### src/rtl/mvau_wload_pkg.sv
// Shared types for the MVAU run-time weight loader.
// Loader FSM encoding: no weights, loading, complete weight set held.
package mvau_wload_pkg;

    localparam logic [1:0] ST_IDLE  = 2'd0;
    localparam logic [1:0] ST_LOAD  = 2'd1;
    localparam logic [1:0] ST_READY = 2'd2;

    typedef enum logic [1:0] {
        IDLE  = ST_IDLE,
        LOAD  = ST_LOAD,
        READY = ST_READY
    } wload_state_t;

endpackage

### src/rtl/mvau_wmem_sdp.sv
// Simple-dual-port weight RAM: one write port, one registered read-first read port.
// Read data register resets to 0; array contents are never reset.
// Out-of-range read addresses return 0, out-of-range writes are dropped.
module mvau_wmem_sdp #(
    parameter int unsigned DATA_W  = 2,
    parameter int unsigned DEPTH   = 4,
    parameter int unsigned ADDR_BW = 4
) (
    input  logic               clk,
    input  logic               rst_n,
    input  logic               we,
    input  logic [ADDR_BW-1:0] waddr,
    input  logic [DATA_W-1:0]  wdata,
    input  logic [ADDR_BW-1:0] raddr,
    output logic [DATA_W-1:0]  rdata
);

    localparam int unsigned IDX_BW = (DEPTH > 1) ? $clog2(DEPTH) : 1;
    localparam logic [ADDR_BW:0] DEPTH_EXT = (ADDR_BW + 1)'(DEPTH);

    (* ram_style = "auto" *) logic [DATA_W-1:0] mem [DEPTH];

    logic w_in_range;
    logic r_in_range;

    assign w_in_range = ({1'b0, waddr} < DEPTH_EXT);
    assign r_in_range = ({1'b0, raddr} < DEPTH_EXT);

    // Write port; no reset so the array can map onto block/distributed RAM.
    always_ff @(posedge clk) begin
        if (we && w_in_range) begin
            mem[waddr[IDX_BW-1:0]] <= wdata;
        end
    end

    // Registered read; non-blocking semantics give read-first on address collision.
    always_ff @(posedge clk or negedge rst_n) begin
        if (!rst_n) begin
            rdata <= '0;
        end else if (r_in_range) begin
            rdata <= mem[raddr[IDX_BW-1:0]];
        end else begin
            rdata <= '0;
        end
    end

endmodule

### src/rtl/mvau_weight_mem_loader.sv
// Run-time loader for one MVAU PE weight memory.
// Streams SIMD*TW-bit words into an SDP RAM in address order and exposes the
// same address-in / registered-data-out read port a ROM-based PE uses.
// Optional macro MVAU_WLOAD_TLAST_CHECK_EN enables the sticky tlast framing
// check on load_err; without it tlast is ignored and load_err is tied 0.
module mvau_weight_mem_loader
    import mvau_wload_pkg::*;
#(
    parameter int unsigned SIMD         = 2,
    parameter int unsigned TW           = 1,
    parameter int unsigned WMEM_DEPTH   = 4,
    parameter int unsigned WMEM_ADDR_BW = 4
) (
    input  logic                    aclk,
    input  logic                    aresetn,
    input  logic                    load_start,
    input  logic [SIMD*TW-1:0]      s_axis_tdata,
    input  logic                    s_axis_tvalid,
    output logic                    s_axis_tready,
    input  logic                    s_axis_tlast,
    input  logic [WMEM_ADDR_BW-1:0] wmem_addr,
    output logic [SIMD*TW-1:0]      wmem_out,
    output logic                    wmem_valid,
    output logic                    load_busy,
    output logic                    load_err
);

    localparam logic [WMEM_ADDR_BW-1:0] LAST_IDX = WMEM_ADDR_BW'(WMEM_DEPTH - 1);

    wload_state_t            state_q, state_d;
    logic [WMEM_ADDR_BW-1:0] wcnt_q, wcnt_d;
    logic                    beat;
    logic                    at_last;
    logic                    start_ok;

    // Handshake and status decode purely from state.
    assign s_axis_tready = (state_q == LOAD);
    assign load_busy     = (state_q == LOAD);
    assign wmem_valid    = (state_q == READY);

    assign beat     = s_axis_tvalid && s_axis_tready;
    assign at_last  = (wcnt_q == LAST_IDX);
    assign start_ok = load_start && (state_q != LOAD);

    // Next-state and write-counter logic; load_start during LOAD is ignored.
    always_comb begin
        state_d = state_q;
        wcnt_d  = wcnt_q;
        case (state_q)
            IDLE, READY: begin
                if (load_start) begin
                    state_d = LOAD;
                    wcnt_d  = '0;
                end
            end
            LOAD: begin
                if (beat) begin
                    if (at_last) begin
                        // Hold the counter so it never wraps when DEPTH == 2**ADDR_BW.
                        state_d = READY;
                    end else begin
                        wcnt_d = wcnt_q + WMEM_ADDR_BW'(1);
                    end
                end
            end
            default: state_d = IDLE;
        endcase
    end

    // State and counter registers.
    always_ff @(posedge aclk or negedge aresetn) begin
        if (!aresetn) begin
            state_q <= IDLE;
            wcnt_q  <= '0;
        end else begin
            state_q <= state_d;
            wcnt_q  <= wcnt_d;
        end
    end

`ifdef MVAU_WLOAD_TLAST_CHECK_EN
    logic err_q;

    // Sticky framing error: tlast must be high exactly on the final-index beat.
    always_ff @(posedge aclk or negedge aresetn) begin
        if (!aresetn) begin
            err_q <= 1'b0;
        end else if (start_ok) begin
            err_q <= 1'b0;
        end else if (beat && (s_axis_tlast != at_last)) begin
            err_q <= 1'b1;
        end
    end

    assign load_err = err_q;
`else
    logic unused_tlast;
    logic unused_start_ok;

    assign unused_tlast    = s_axis_tlast;
    assign unused_start_ok = start_ok;
    assign load_err        = 1'b0;
`endif

    mvau_wmem_sdp #(
        .DATA_W  (SIMD * TW),
        .DEPTH   (WMEM_DEPTH),
        .ADDR_BW (WMEM_ADDR_BW)
    ) u_wmem (
        .clk   (aclk),
        .rst_n (aresetn),
        .we    (beat),
        .waddr (wcnt_q),
        .wdata (s_axis_tdata),
        .raddr (wmem_addr),
        .rdata (wmem_out)
    );

endmodule

### config.mk
export PLATFORM = sky130hd
export DESIGN_NAME = mvau_weight_mem_loader
export DESIGN_NICKNAME = d
export VERILOG_FILES = /design/src/rtl/mvau_wload_pkg.sv /design/src/rtl/mvau_wmem_sdp.sv /design/src/rtl/mvau_weight_mem_loader.sv
export SDC_FILE = /design/constraint.sdc
export NUM_CORES = 1
export LEC_CHECK = 0
export ABC_CLOCK_PERIOD_IN_PS = 1800
export BUFFER_PORTS_ARGS = -buffer_cell sky130_fd_sc_hd__buf_2
export CAP_MARGIN = 20
export CORE_ASPECT_RATIO = 0.9
export CORE_UTILIZATION = 51
export DETAILED_ROUTE_END_ITERATION = 8
export PLACE_DENSITY = 0.76
export SLEW_MARGIN = 30
export SYNTH_ARGS = -nofsm -noshare
export SYNTH_HDL_FRONTEND = slang
export SYNTH_SLANG_ARGS = --single-unit
### constraint.sdc
create_clock -name aclk -period 1.8 [get_ports aclk]
set_clock_uncertainty 0.15 [all_clocks]
set_input_delay 0.54 -clock aclk [delete_from_list [all_inputs] [get_ports aclk]]
set_output_delay 0.54 -clock aclk [all_outputs]
set_load 0.01 [all_outputs]
==> summary.txt, run 1 <==
Routing
  • Vias per cell: 5.57
  • WL/cell: 14.0 µm
  • Final WL: 1.29 mm
  • Residual DRC: 2
  • Post-route ant nets: 0
  • Iteration-0 DRC Markers: 17
  • TritonRoute pass-1 iters: 7
  • DR vias: 512

Synth
  • Post-synth EDFFs: 8
  • Syn nets: 73
  • Synth Area in XOR/XNOR: 0%
  • Adder-Cell Fraction of Synth Area: 6.36%
  • Post-synthesis sequential area ratio: 56.0%
  • Largest family of logic cells by synthesized area: simple AND/OR/NAND/NOR gates
  • Synth warnings: 0
  • Ys flop type: edfxtp_1
  • Mapped Avg Cell Area: 13.6 µm²
  • Area leader, netlist: edfxtp_1
  • Async SR Flop Fraction: 50.0%
  • Top cells by area, synth: edfxtp_1, dfrtp_1, mux4_1
  • FF+latch count, synth: 16
  • Compound-gate portion of the synthesized area: 6.04%
  • Unique cell type count in the Yosys netlist: 27
  • Mapped Area: 787 µm²
  • Post-Synth Simple-Gate Area: 19.4%
  • Share of the synthesized area in the top cell type: 30.5%
  • Synthesized instance count: 58
  • Post-synthesis mux area share: 7.95%
  • Most frequent cells after synthesis: dfrtp_1, edfxtp_1

CTS
  • H-tree depth: 1
  • Num CTS Buffers: 3
  • Clock root buffer: clkbuf_4
  • Worst-Skew Late Latency: 270 ps
  • CTS Sinks: 16
  • CTS tree: yes
  • Clock transition at path regs: 80 ps
  • Clock buffer depth: 2

Timing
  • Final max-slew violation count: 0
  • Max Clk Rate: 575 MHz
  • Crit share post-route: 96.6%
  • Unrepaired setup endpoints after global routing: no
  • Final Hold Slack: 285 ps
  • Fin crit period: 1740 ps
  • Fin. Hold Viols: 0
  • Final setup vio count: 0
  • Final setup TNS: 0 ps

Critical path
  • Type of origin of the critical path: register
  • WP data arrival: 1050 ps
  • Worst setup EP type: output pin
  • CP max FO: 6
  • Worst Path Required: 1110 ps
  • Crit path kind: reg2out

Global routing
  • Largest net degree at the start of global routing: 10
  • GR Util met1: 23.5%
  • GRT overflow: 0
  • Met3 usage: 4.15%
  • Initial antenna violation count: 0
  • Vias in the first global route: 496
  • GR Layer Usage met2: 29.9%
  • Global-route wire length before repair: 2.08 mm
  • Total Routing Usage GR: 17.8%
  • GR peak layer: met2

Hold path
  • Worst min path class: in2reg

Place
  • Post-detail-place hpwl: 1.01 mm
  • RePlAce Congestion: 0.795
  • Placed Cells: 87
  • Port Buffers: 14

Die
  • # rows: 13
  • Area of the die: 1700 µm²
  • Initial Util: 54.4%
  • Core area: 1450 µm²
  • Io pins: 17
  • Die Wd: 43.4 µm
  • Die Ht: 39.3 µm

Status
  • Run status: finished with violations
  • Failing checks: design-rule violations

Power
  • Int Power: 0.720 mW
  • P_sw: 0.371 mW
  • Logic gate share of total power: 32.7%
  • Flop pwr share: 50.2%
  • IR drop worst, VDD: 0.743 mV
  • Clock share of power: 17.1%
  • PD cells: 1190 nW/µm²
  • P_leak: 0.412 nW
  • Sw Ratio: 34.0%

Job
  • Max cap viols: 0

Layout
  • # diodes: 0
  • Fraction of layout cells with a size suffix above 1: 31.2%
  • Post-Layout Cell Count: 92
  • Final net count: 93
  • Area Growth Syn to Fin: 16.2%
  • # fillers: 119
  • Core Util, Final: 63.2%
## critical path: stages (launching register included)
cell and delay [ps]:
dfrtp_1 430, nor2b_2 200, buf_2 140
## final timing paths
path                              startpoint          endpoint  slack (ps)  depth (start not counted)
worst max-delay path              state_q[0]         load_busy          60                          2
worst min-delay path            wmem_addr[3]   u_wmem.rdata[1]         290                          2
worst max register to register    state_q[1]  u_wmem.mem[0][0]         240                          3
worst min register to register     wcnt_q[3]         wcnt_q[3]         490                          1
max in group asynchronous            aresetn        state_q[0]         860                          2
min in group asynchronous            aresetn         wcnt_q[0]         480                          2
## logic make-up after synthesis
| family | after synthesis |
|---|---|
| other | 1 |
| buffers and inverters | 6 |
| AND/OR/NAND/NOR | 22 |
| flip-flops | 16 |
| adder cells (fa/ha/maj) | 4 |
| AO/OA/AOI/OAI | 6 |
| multiplexers | 3 |
## power by group through the flow
stage	registers [mW]	clock network (mW)	logic (mW)
floorplan	0.533	0	0.253
global placement	0.550	0	0.341
detailed placement	0.552	0	0.351
CTS	0.544	0.195	0.357
global route	0.559	0.208	0.406
finish	0.547	0.187	0.356
## per-layer routing
metal	part of all wire [%]	wire length [µm]
met1	47	605
met2	48	618
met3	5.0	65
met4	0	0
met5	0	0
## timing repair
action                                  4_1_cts  5_1_grt
hold buffers                                  1        0
buffers inserted                              0        0
resized for setup                             0        1
endpoints found under the setup margin        0        2
endpoints found under the hold margin         8        0
## per-stage QoR
step,setup WS [ps],power (mW),area [µm²]
finish,61.2,1.09,915
global route,7.49,1.17,915
CTS,0.0844,1.10,912
detailed placement,142,0.903,876
global placement,168,0.892,876
floorplan,177,0.786,787
## flip-flops by register name, summed over array words and instances (netlist names)
register      flops
u_wmem.rdata      2
wcnt_q            4
u_wmem.mem        8
state_q           2
## cells in the final DEF, fill, tap and decap left out, drive strengths merged
cell type	n
mux2i	1
clkbuf	4
o21bai	1
nor2b	2
and3b	1
nand3	4
nand3b	2
nand2	1
nand2b	1
nor3	2
a22o	1
o21ai	1
nand4	1
nor3b	3
edfxtp	8
mux4	2
dlygate4sd3	1
conb	1
a21o	1
and2	4
ha	4
o211ai	2
buf	16
nand4b	1
dfrtp	8
inv	4
## layout make-up
type / instances / area [µm²] / area share (%)
multi-input combinational: 36 / 319 / 34.9
inverter: 4 / 15.0 / 1.64
clock buffer: 4 / 26.3 / 2.87
timing repair buffer: 17 / 95.1 / 10.4
tap: 15 / 18.8 / 2.05
sequential: 16 / 440 / 48.2
No activity file was read; power rests on OpenSTA's default activity.
==> inputs of run 2 (changes only) <==
- CORE_MARGIN: not set -> 2
- PLACE_DENSITY: 0.76 -> 0.85
==> run 2 against run 1 <==
  * The run now ends clean
  * Cell count is the same
  * Utilization increased by 0.95 points
  * Combinational power is essentially flat
  * Largest power group unchanged
==> summary.txt, run 2 (synthesis results as in run 1) <==
Status
  • Run status: completed

Layout
  • Commonest non-fill, non-tap cell in the layout: buf_2
  • Fraction of layout cells with a size suffix above 1: 35.1% (+3.9 points)
  • Max FFs per register: 8 (unchanged)
  • # diodes: 0 (unchanged)
  • Final net count: 93 (unchanged)
  • Core Util, Final: 64.1% (+0.95 points)
  • Most frequent cells in the layout: buf_2, edfxtp_1, dfrtp_1
  • # fillers: 112 (-5.9%)
  • Area Growth Syn to Fin: 18.0%
  • Multi-input gate area in the final layout: 322 µm² (+0.78%)
  • Reg area: 442 µm² (+0.28%)

Timing
  • Final max-slew violation count: 0 (unchanged)
  • Max Clk Rate: 580 MHz (+0.79%)
  • Crit share post-route: 95.8% (-0.75 points)
  • Fin. Hold Viols: 0 (unchanged)
  • Final setup TNS: 0 ps (unchanged)
  • Unrepaired setup endpoints after global routing: no
  • Fin crit period: 1730 ps (-13.6 ps)
  • Final setup vio count: 0 (unchanged)

Hold path
  • Worst min path class: in2reg
  • Worst hold stages: 2 (unchanged)

Routing
  • Vias per cell: 5.40 (-2.9%)
  • Residual DRC: 0 (-2)
  • Iteration-0 DRC Markers: 14 (-3)
  • Post-route ant nets: 0 (unchanged)
  • Final WL: 1.25 mm (-3.4%)
  • DR vias: 497 (-2.9%)
  • TritonRoute pass-1 iters: 4 (-3)
  • WL/cell: 13.5 µm (-3.4%)

CTS
  • Clock root buffer: clkbuf_4
  • Num CTS Buffers: 3 (unchanged)
  • CTS tree: yes
  • Clock buffer depth: 2 (unchanged)
  • H-tree depth: 1 (unchanged)
  • Worst-Skew Late Latency: 280 ps (about the same)
  • Clock transition at path regs: 90 ps (about the same)
  • Post-CTS setup buffer count: 0 (unchanged)
  • CTS Sinks: 16 (unchanged)

Critical path
  • FF-to-FF setup slack: 230 ps (about the same)
  • R2R depth: 3 (unchanged)
  • WP data arrival: 1040 ps (about the same)
  • Critical Path Sink: load_busy
  • Worst setup EP type: output pin
  • CP max FO: 6 (unchanged)
  • Crit path kind: reg2out
  • Type of origin of the critical path: register
  • Critical path origin: state_q[0]
  • RR Endpoint: u_wmem.mem[2][1]
  • Worst Path Required: 1110 ps (about the same)
  • RR Startpoint: state_q[1]

Die
  • # rows: 13 (unchanged)
  • Area of the die: 1870 µm² (+9.9%)
  • Initial Util: 54.4% (unchanged)
  • Die Wd: 45.4 µm (+4.6%)
  • Io pins: 17 (unchanged)
  • Core area: 1450 µm² (unchanged)
  • Die Ht: 41.3 µm (+5.1%)

Global routing
  • Initial antenna violation count: 0 (unchanged)
  • Largest net degree at the start of global routing: 10 (unchanged)
  • Global-route wire length before repair: 2.08 mm (-0.34%)
  • GRT overflow: 0 (unchanged)
  • Vias in the first global route: 498 (+0.40%)
  • Total Routing Usage GR: 17.0% (-0.79 points)

Power
  • P_leak: 0.417 nW (+1.2%)
  • PD cells: 1230 nW/µm² (+2.9%)
  • Int Power: 0.761 mW (+5.8%)
  • IR drop worst, VDD: 0.848 mV (+14%)
  • Flop pwr share: 48.6% (-1.6 points)
  • Logic gate share of total power: 31.1% (-1.6 points)
  • Clock share of power: 20.3% (+3.2 points)
  • Sw Ratio: 33.2% (-0.82 points)
  • P_sw: 0.378 mW (+1.9%)

Place
  • Post-detail-place hpwl: 988 µm (-1.8%)
  • RePlAce Congestion: 0.768 (-3.4%)
  • Port Buffers: 14 (unchanged)

Job
  • Max cap viols: 0 (unchanged)
run 2: layer usage:
metal	up-vias	track usage (%)	part of all wire (%)
met3	2	3.96	3.5
li1	250	-	-
met2	10	28.9	49
met4	0	11.0	0.96
met1	235	19.6	46
met5	-	0	0
run 2: worst min-delay path by stage:
stage / startpoint / to / slack (ps)
final: wmem_addr[3] / u_wmem.rdata[0] / 270
after global routing: wmem_addr[3] / u_wmem.rdata[0] / 270
after CTS: wmem_addr[3] / u_wmem.rdata[0] / 270
after detailed placement: aresetn / u_wmem.rdata[1] / 240
after global placement: aresetn / wcnt_q[3] / 240
after floorplan: aresetn / state_q[0] / 90
run 2: worst max-delay path: stages (launching register included):
cell     delay (ps)
dfrtp_2         450
nor2b_2         170
buf_2           130
run 2: cell type report:
| type | count | share of cell area [%] |
|---|---|---|
| Clock buffer | 4 | 3.91 |
| Inverter | 4 | 1.62 |
| Multi-Input combinational cell | 36 | 34.6 |
| Sequential cell | 16 | 47.6 |
| Tap cell | 15 | 2.02 |
| Timing Repair Buffer | 17 | 10.2 |
run 2: timing repair:
| action | in CTS | in global routing |
|---|---|---|
| resized for setup | 0 | 3 |
| endpoints found under the setup margin | 0 | 3 |
| hold endpoints to repair | 8 | 0 |
| hold buffers | 1 | 0 |
run 2: power groups by stage:
stage	clock network [mW]	logic (mW)	registers [mW]
after global routing	0.249	0.400	0.569
final	0.232	0.354	0.554
after CTS	0.236	0.359	0.547
after detailed placement	0	0.355	0.555
after global placement	0	0.340	0.549
after floorplan	0	0.253	0.533
run 2: through the flow:
stage,hold slack [ps],total power [mW],worst slack (ps),instance area [µm²],std cells
2_1_floorplan,94.4,0.786,177,787,58
3_3_place_gp,238,0.889,174,876,87
3_5_place_dp,239,0.910,140,876,87
4_1_cts,266,1.14,5.37,922,92
5_1_grt,267,1.22,14.0,928,92
6_report,271,1.14,74.8,928,92
